===== config.mk =====
export PLATFORM = sky130hd
export DESIGN_NAME = logic_unit_arbiter
export DESIGN_NICKNAME = d
export VERILOG_FILES = /design/src/rtl/logic_unit_arbiter.sv
export SDC_FILE = /design/constraint.sdc
export NUM_CORES = 1
export LEC_CHECK = 0
export ABC_AREA = 1
export BUFFER_PORTS_ARGS = -buffer_cell sky130_fd_sc_hd__buf_2
export CAP_MARGIN = 10
export CELL_PAD_IN_SITES_DETAIL_PLACEMENT = 0
export CELL_PAD_IN_SITES_GLOBAL_PLACEMENT = 2
export CORE_ASPECT_RATIO = 0.6
export CORE_MARGIN = 3
export CORE_UTILIZATION = 27
export DETAILED_ROUTE_END_ITERATION = 6
export PLACE_DENSITY = 0.91
export SYNTH_ARGS = -nofsm -noshare
export SYNTH_HDL_FRONTEND = slang
export SYNTH_SLANG_ARGS = --single-unit

===== constraint.sdc =====
create_clock -name clk -period 5.65 [get_ports clk]
set_input_delay 0.565 -clock clk [delete_from_list [all_inputs] [get_ports clk]]
set_output_delay 0.565 -clock clk [all_outputs]
set_load 0.02 [all_outputs]

===== src/rtl/logic_unit_arbiter.sv =====
// Round-robin arbiter sharing one registered bitwise logic datapath (OR/AND/XOR/NOR)
// between NREQ valid/ready requesters, with a single-entry result register.
module logic_unit_arbiter #(
    parameter int NREQ  = 2,
    parameter int WIDTH = 32
) (
    input  logic                  clk,
    input  logic                  rst,
    input  logic [NREQ-1:0]       req_valid,
    output logic [NREQ-1:0]       req_ready,
    input  logic [2*NREQ-1:0]     req_op,
    input  logic [WIDTH*NREQ-1:0] req_a,
    input  logic [WIDTH*NREQ-1:0] req_b,
    output logic                  rsp_valid,
    input  logic                  rsp_ready,
    output logic [WIDTH-1:0]      rsp_data,
    output logic [1:0]            rsp_id
);

    typedef enum logic {
        EMPTY = 1'b0,
        FULL  = 1'b1
    } state_e;

    typedef enum logic [1:0] {
        OP_OR  = 2'b00,
        OP_AND = 2'b01,
        OP_XOR = 2'b10,
        OP_NOR = 2'b11
    } op_e;

    state_e           state_q, state_d;
    logic [1:0]       last_grant_q, last_grant_d;
    logic [WIDTH-1:0] data_q, data_d;
    logic [1:0]       id_q, id_d;

    logic [3:0]       valid_pad;
    logic [2:0]       pick;
    logic             grant_found;
    logic [1:0]       grant_idx;
    logic             can_accept;
    logic             accept;
    logic [1:0]       sel_op;
    logic [WIDTH-1:0] sel_a, sel_b;

    // Returns {found, index}: first requester at or after last+1, wrapping modulo NREQ.
    function automatic logic [2:0] rr_pick(input logic [3:0] v, input logic [1:0] last);
        logic [1:0] idx;
        rr_pick = 3'b000;
        for (int k = 1; k <= NREQ; k++) begin
            idx = 2'((int'(last) + k) % NREQ);
            if (!rr_pick[2] && v[idx]) begin
                rr_pick = {1'b1, idx};
            end
        end
    endfunction

    function automatic logic [WIDTH-1:0] logic_op(input logic [1:0] op,
                                                  input logic [WIDTH-1:0] a,
                                                  input logic [WIDTH-1:0] b);
        case (op_e'(op))
            OP_OR:   logic_op = a | b;
            OP_AND:  logic_op = a & b;
            OP_XOR:  logic_op = a ^ b;
            default: logic_op = ~(a | b);
        endcase
    endfunction

    assign valid_pad   = 4'(req_valid);
    assign pick        = rr_pick(valid_pad, last_grant_q);
    assign grant_found = pick[2];
    assign grant_idx   = pick[1:0];

    // Draining the held result frees the register on the same edge, so a new grant can land.
    assign can_accept = (state_q == EMPTY) | rsp_ready;
    assign accept     = can_accept & grant_found & ~rst;
    assign req_ready  = accept ? (NREQ'(1) << grant_idx) : '0;

    always_comb begin
        sel_op = '0;
        sel_a  = '0;
        sel_b  = '0;
        for (int i = 0; i < NREQ; i++) begin
            if (grant_idx == 2'(i)) begin
                sel_op = req_op[2*i +: 2];
                sel_a  = req_a[WIDTH*i +: WIDTH];
                sel_b  = req_b[WIDTH*i +: WIDTH];
            end
        end
    end

    // NOTE: every signal gets a default first so no path through this block infers a latch.
    always_comb begin
        state_d      = state_q;
        last_grant_d = last_grant_q;
        data_d       = data_q;
        id_d         = id_q;
        if (accept) begin
            state_d      = FULL;
            last_grant_d = grant_idx;
            data_d       = logic_op(sel_op, sel_a, sel_b);
            id_d         = grant_idx;
        end else if (state_q == FULL && rsp_ready) begin
            state_d = EMPTY;
        end
    end

    // NOTE: state registers use non-blocking assignments so all of them update together at the edge.
    always_ff @(posedge clk) begin
        if (rst) begin
            state_q      <= EMPTY;
            last_grant_q <= 2'(NREQ - 1);
            data_q       <= '0;
            id_q         <= '0;
        end else begin
            state_q      <= state_d;
            last_grant_q <= last_grant_d;
            data_q       <= data_d;
            id_q         <= id_d;
        end
    end

    assign rsp_valid = (state_q == FULL);
    assign rsp_data  = data_q;
    assign rsp_id    = id_q;

endmodule


==> summary.md <==
| Metric | Value |
|---|---|
| Worst-path cell chain | buf_2 > nand2_2 > nand2_4 > nand2_1 > nand2_2 > nand3_1 > nand2_1 > clkinv_1 > nand2_1 > nand2_1 |
| Critical path required time | just under 6 ns |
| Average size of a mapped cell | about 5.8 sq um |
| Sequential Power Share | 28.0% |
| CTS Hold Bufs | 0 |
| Non-Filler Instances | 1144 |
| Initial antenna violation count | 1 |
| Die height | 107 um |
| Warnings, synthesis | 0 |
| Port bufs | 172 |
| Initial Utilization | 27.8% |
| Fin crit share | between 50% and 60% |
| CP dominant cell by count | nand2_1 |
| Root Buffer Master | clkbuf_16 |
| Final-report setup violation count | 0 |
| DRT iter0 DRCs | 240 |
| Slew Viols, Final | 0 |
| Fin util | between 30% and 40% |
| Final wirelength | about 14000 um |
| Global-route wire length before repair | 22300 um |
| # diodes | 0 |
| Setup tns final | 0 ns |
| Pint | 613 uW |
| Post-layout min period | 2.93 ns |
| Layout cells sized above 1 | roughly 22% |
| Startpoint type of the worst setup path | primary input |
| # placed instances | 1136 |
| Yosys top cell by area | nand2_1 |
| Die area | 18500 sq um |
| Clock share of power | 26.8% |
| CP Class | primary input to flip-flop |
| Logic pwr share | ~45% |
| Bufs and invs on worst path | 2 |
| DRC viols | 0 |
| Post-CTS setup buffer count | 0 |
| Master of the slowest instance on the critical path | nand2_2 |
| Sw frac | 41.7% |
| Clock transition at path regs | 0.06 ns |
| Die width | between 150 and 200 um |
| DPL Wire Length | 9810 um |
| Fmax | about 340 MHz |
| Pleak | between 3 and 4 nW |
| Ranking of synthesized cells by area | nand2_1 18%, ha_1 18%, dfxtp_1 15%, inv_1 12%, nand3_1 12% |
| Total power | 1.05 mW |
| Clock Sinks | 35 |
| Longest Clk Path Bufs | 2 |
| I/O pin cnt | 174 |
| Crit path DAT | between 3 and 4 ns |
| RD Place Congestion | around 0.78 |
| First-pass DRT Iterations | 5 |
| Max stage delay on crit path | roughly 0.95 ns |
| Cts bufs inserted | 5 |
| Rel. slew slack | 30.6% |
| Power per cell area | 187 nW/um^2 |
| Post-synth net total | 979 |
| Final Hold Viols | 0 |
| Overflow after GRT | 0 |
| Core area | 16400 sq um |
| Status | complete, no violations |
| Worst slack, placed | about 2.3 ns |
| MaxCap Viol Count | 0 |
| Vias per cell | around 4.2 |
| Largest net degree at the start of global routing | 58 |
| Final #Nets | 1116 |
| Final antenna-violating net count | 0 |
| Synth top area share | 17.8% |
| Vias in the first global route | roughly 4300 |
| IR drop worst, VDD | 101 uV |
| CTS tree | yes |
| Vias post-DR | 4848 |
| Post-CTS sizing | 0 |
| Register area share after synthesis | between 15 and 20% |
| Setup crit end kind | flip-flop |
| Worst Clk Skew | roughly 0.0024 ns |
| Unrepaired setup endpoints after global routing | no |
| Register bit count reported by yosys | 35 |
| Library cells used by synthesis | 24 |
| Row count | 36 |
| H-tree depth | 2 |
| Mapped Area | 4550 sq um |
| Clock Latency Late Sink | ~0.28 ns |
| Synth Instances | 778 |
| Post-route setup slack | 2.72 ns |
| Wire per inst | approximately 12 um |
| HP Class | flip-flop to flip-flop |
| Slew @ Worst Pin | between 1 and 1.5 ns |
| Delay-heaviest family, CP | simple AND/OR/NAND/NOR gates |
| Aggregate global-route resource usage | 14.8% |
| Synthesis-to-finish area growth | 23.6% |
| Switching Power | 439 uW |
| Maximum fanout along the worst path | 57 |
[metal layers]
layer / global-route usage (%) / wire length [um] / vias to the layer above
met5: 0 / 13 / -
met4: 1.38 / 29 / 2
met3: 3.85 / 1100 / 4
met2: 21.4 / 5350 / 134
met1: 22.4 / 7630 / 2066
li1: - / - / 2642
[registers in the layout, indices dropped and copies added, names as in the netlist]
register,cells
rsp_valid,1
last_grant_q,1
rsp_data,32
rsp_id,1
[area by class of cell]
cell class | instances | area [sq um]
fill | 1871 | 10700
multi-input combinational | 531 | 2990
timing repair buffer | 176 | 891
sequential | 35 | 701
inverter | 166 | 623
tap | 228 | 285
clock buffer | 7 | 133
clock inverter | 1 | 5.00
[power groups by stage]
stage / Combinational [mW] / Sequential [mW] / Clock [mW]
2_1_floorplan: 0.297 / 0.335 / 0
3_3_place_gp: 0.482 / 0.300 / 0
3_5_place_dp: 0.481 / 0.300 / 0
4_1_cts: 0.484 / 0.295 / 0.294
5_1_grt: 0.555 / 0.298 / 0.305
6_report: 0.476 / 0.294 / 0.282
[worst paths after layout]
path	start	slack, ns	end	cells past startpoint
setup / recovery	req_valid[0]	2.72	rsp_data[19]$_SDFFE_PP0P_	10
hold / removal	rsp_data[2]$_SDFFE_PP0P_	0.45	rsp_data[2]$_SDFFE_PP0P_	2
setup reg to reg	last_grant_q[0]$_SDFFE_PP1P_	2.74	rsp_data[19]$_SDFFE_PP0P_	9
hold reg to reg	rsp_data[2]$_SDFFE_PP0P_	0.45	rsp_data[2]$_SDFFE_PP0P_	2
[worst reg2reg max path, stage by stage (launching register included)]
cell and delay (ns):
dfxtp_1 0.35, nand2_2 0.10, nand2_4 0.40, nand2_1 0.56, nand2_2 0.96, nand3_1 0.16
nand2_1 0.11, clkinv_1 0.07, nand2_1 0.06, nand2_1 0.04
[placed cells by master, fill, tap and decap left out, drive strengths merged]
master    n
nand2   220
buf     176
inv     148
nand3   106
o21ai    86
ha       64
dfxtp    35
or2      32
clkinv   19
nand3b   14
clkbuf    7
nor2      6
a21oi     1
nor3      1
conb      1
[metrics by stage]
| stage | hold slack [ns] | instance area (sq um) |
|---|---|---|
| after CTS | 0.455 | 5620 |
| after global routing | 0.464 | 5620 |
| after detailed placement | 0.435 | 5490 |
| after floorplan | 0.481 | 4550 |
| final | 0.450 | 5620 |
| after global placement | 0.435 | 5490 |
[cells in the mapped netlist]
master / instances
inv_2: 1
clkbuf_1: 11
or2_1: 23
buf_2: 19
nand2_1: 216
o21ai_1: 3
nand3b_1: 14
a21oi_1: 1
nor3_1: 1
nand2_2: 4
o21ai_0: 77
ha_1: 64
buf_6: 2
nand3_1: 106
clkinv_1: 18
inv_1: 147
conb_1: 1
clkbuf_2: 2
nor2_1: 4
dfxtp_1: 35
nor2_2: 2
or2_2: 9
buf_4: 12
o21ai_2: 6
[cells by family after synthesis]
logic type               synth area share, %
AO/OA/AOI/OAI                           10.1
adder cells (fa/ha/maj)                 17.6
buffers and inverters                   19.4
flip-flops                              15.4
other                                 0.0824
AND/OR/NAND/NOR                         37.5
Note: power is estimated with default switching activity, not from simulation.
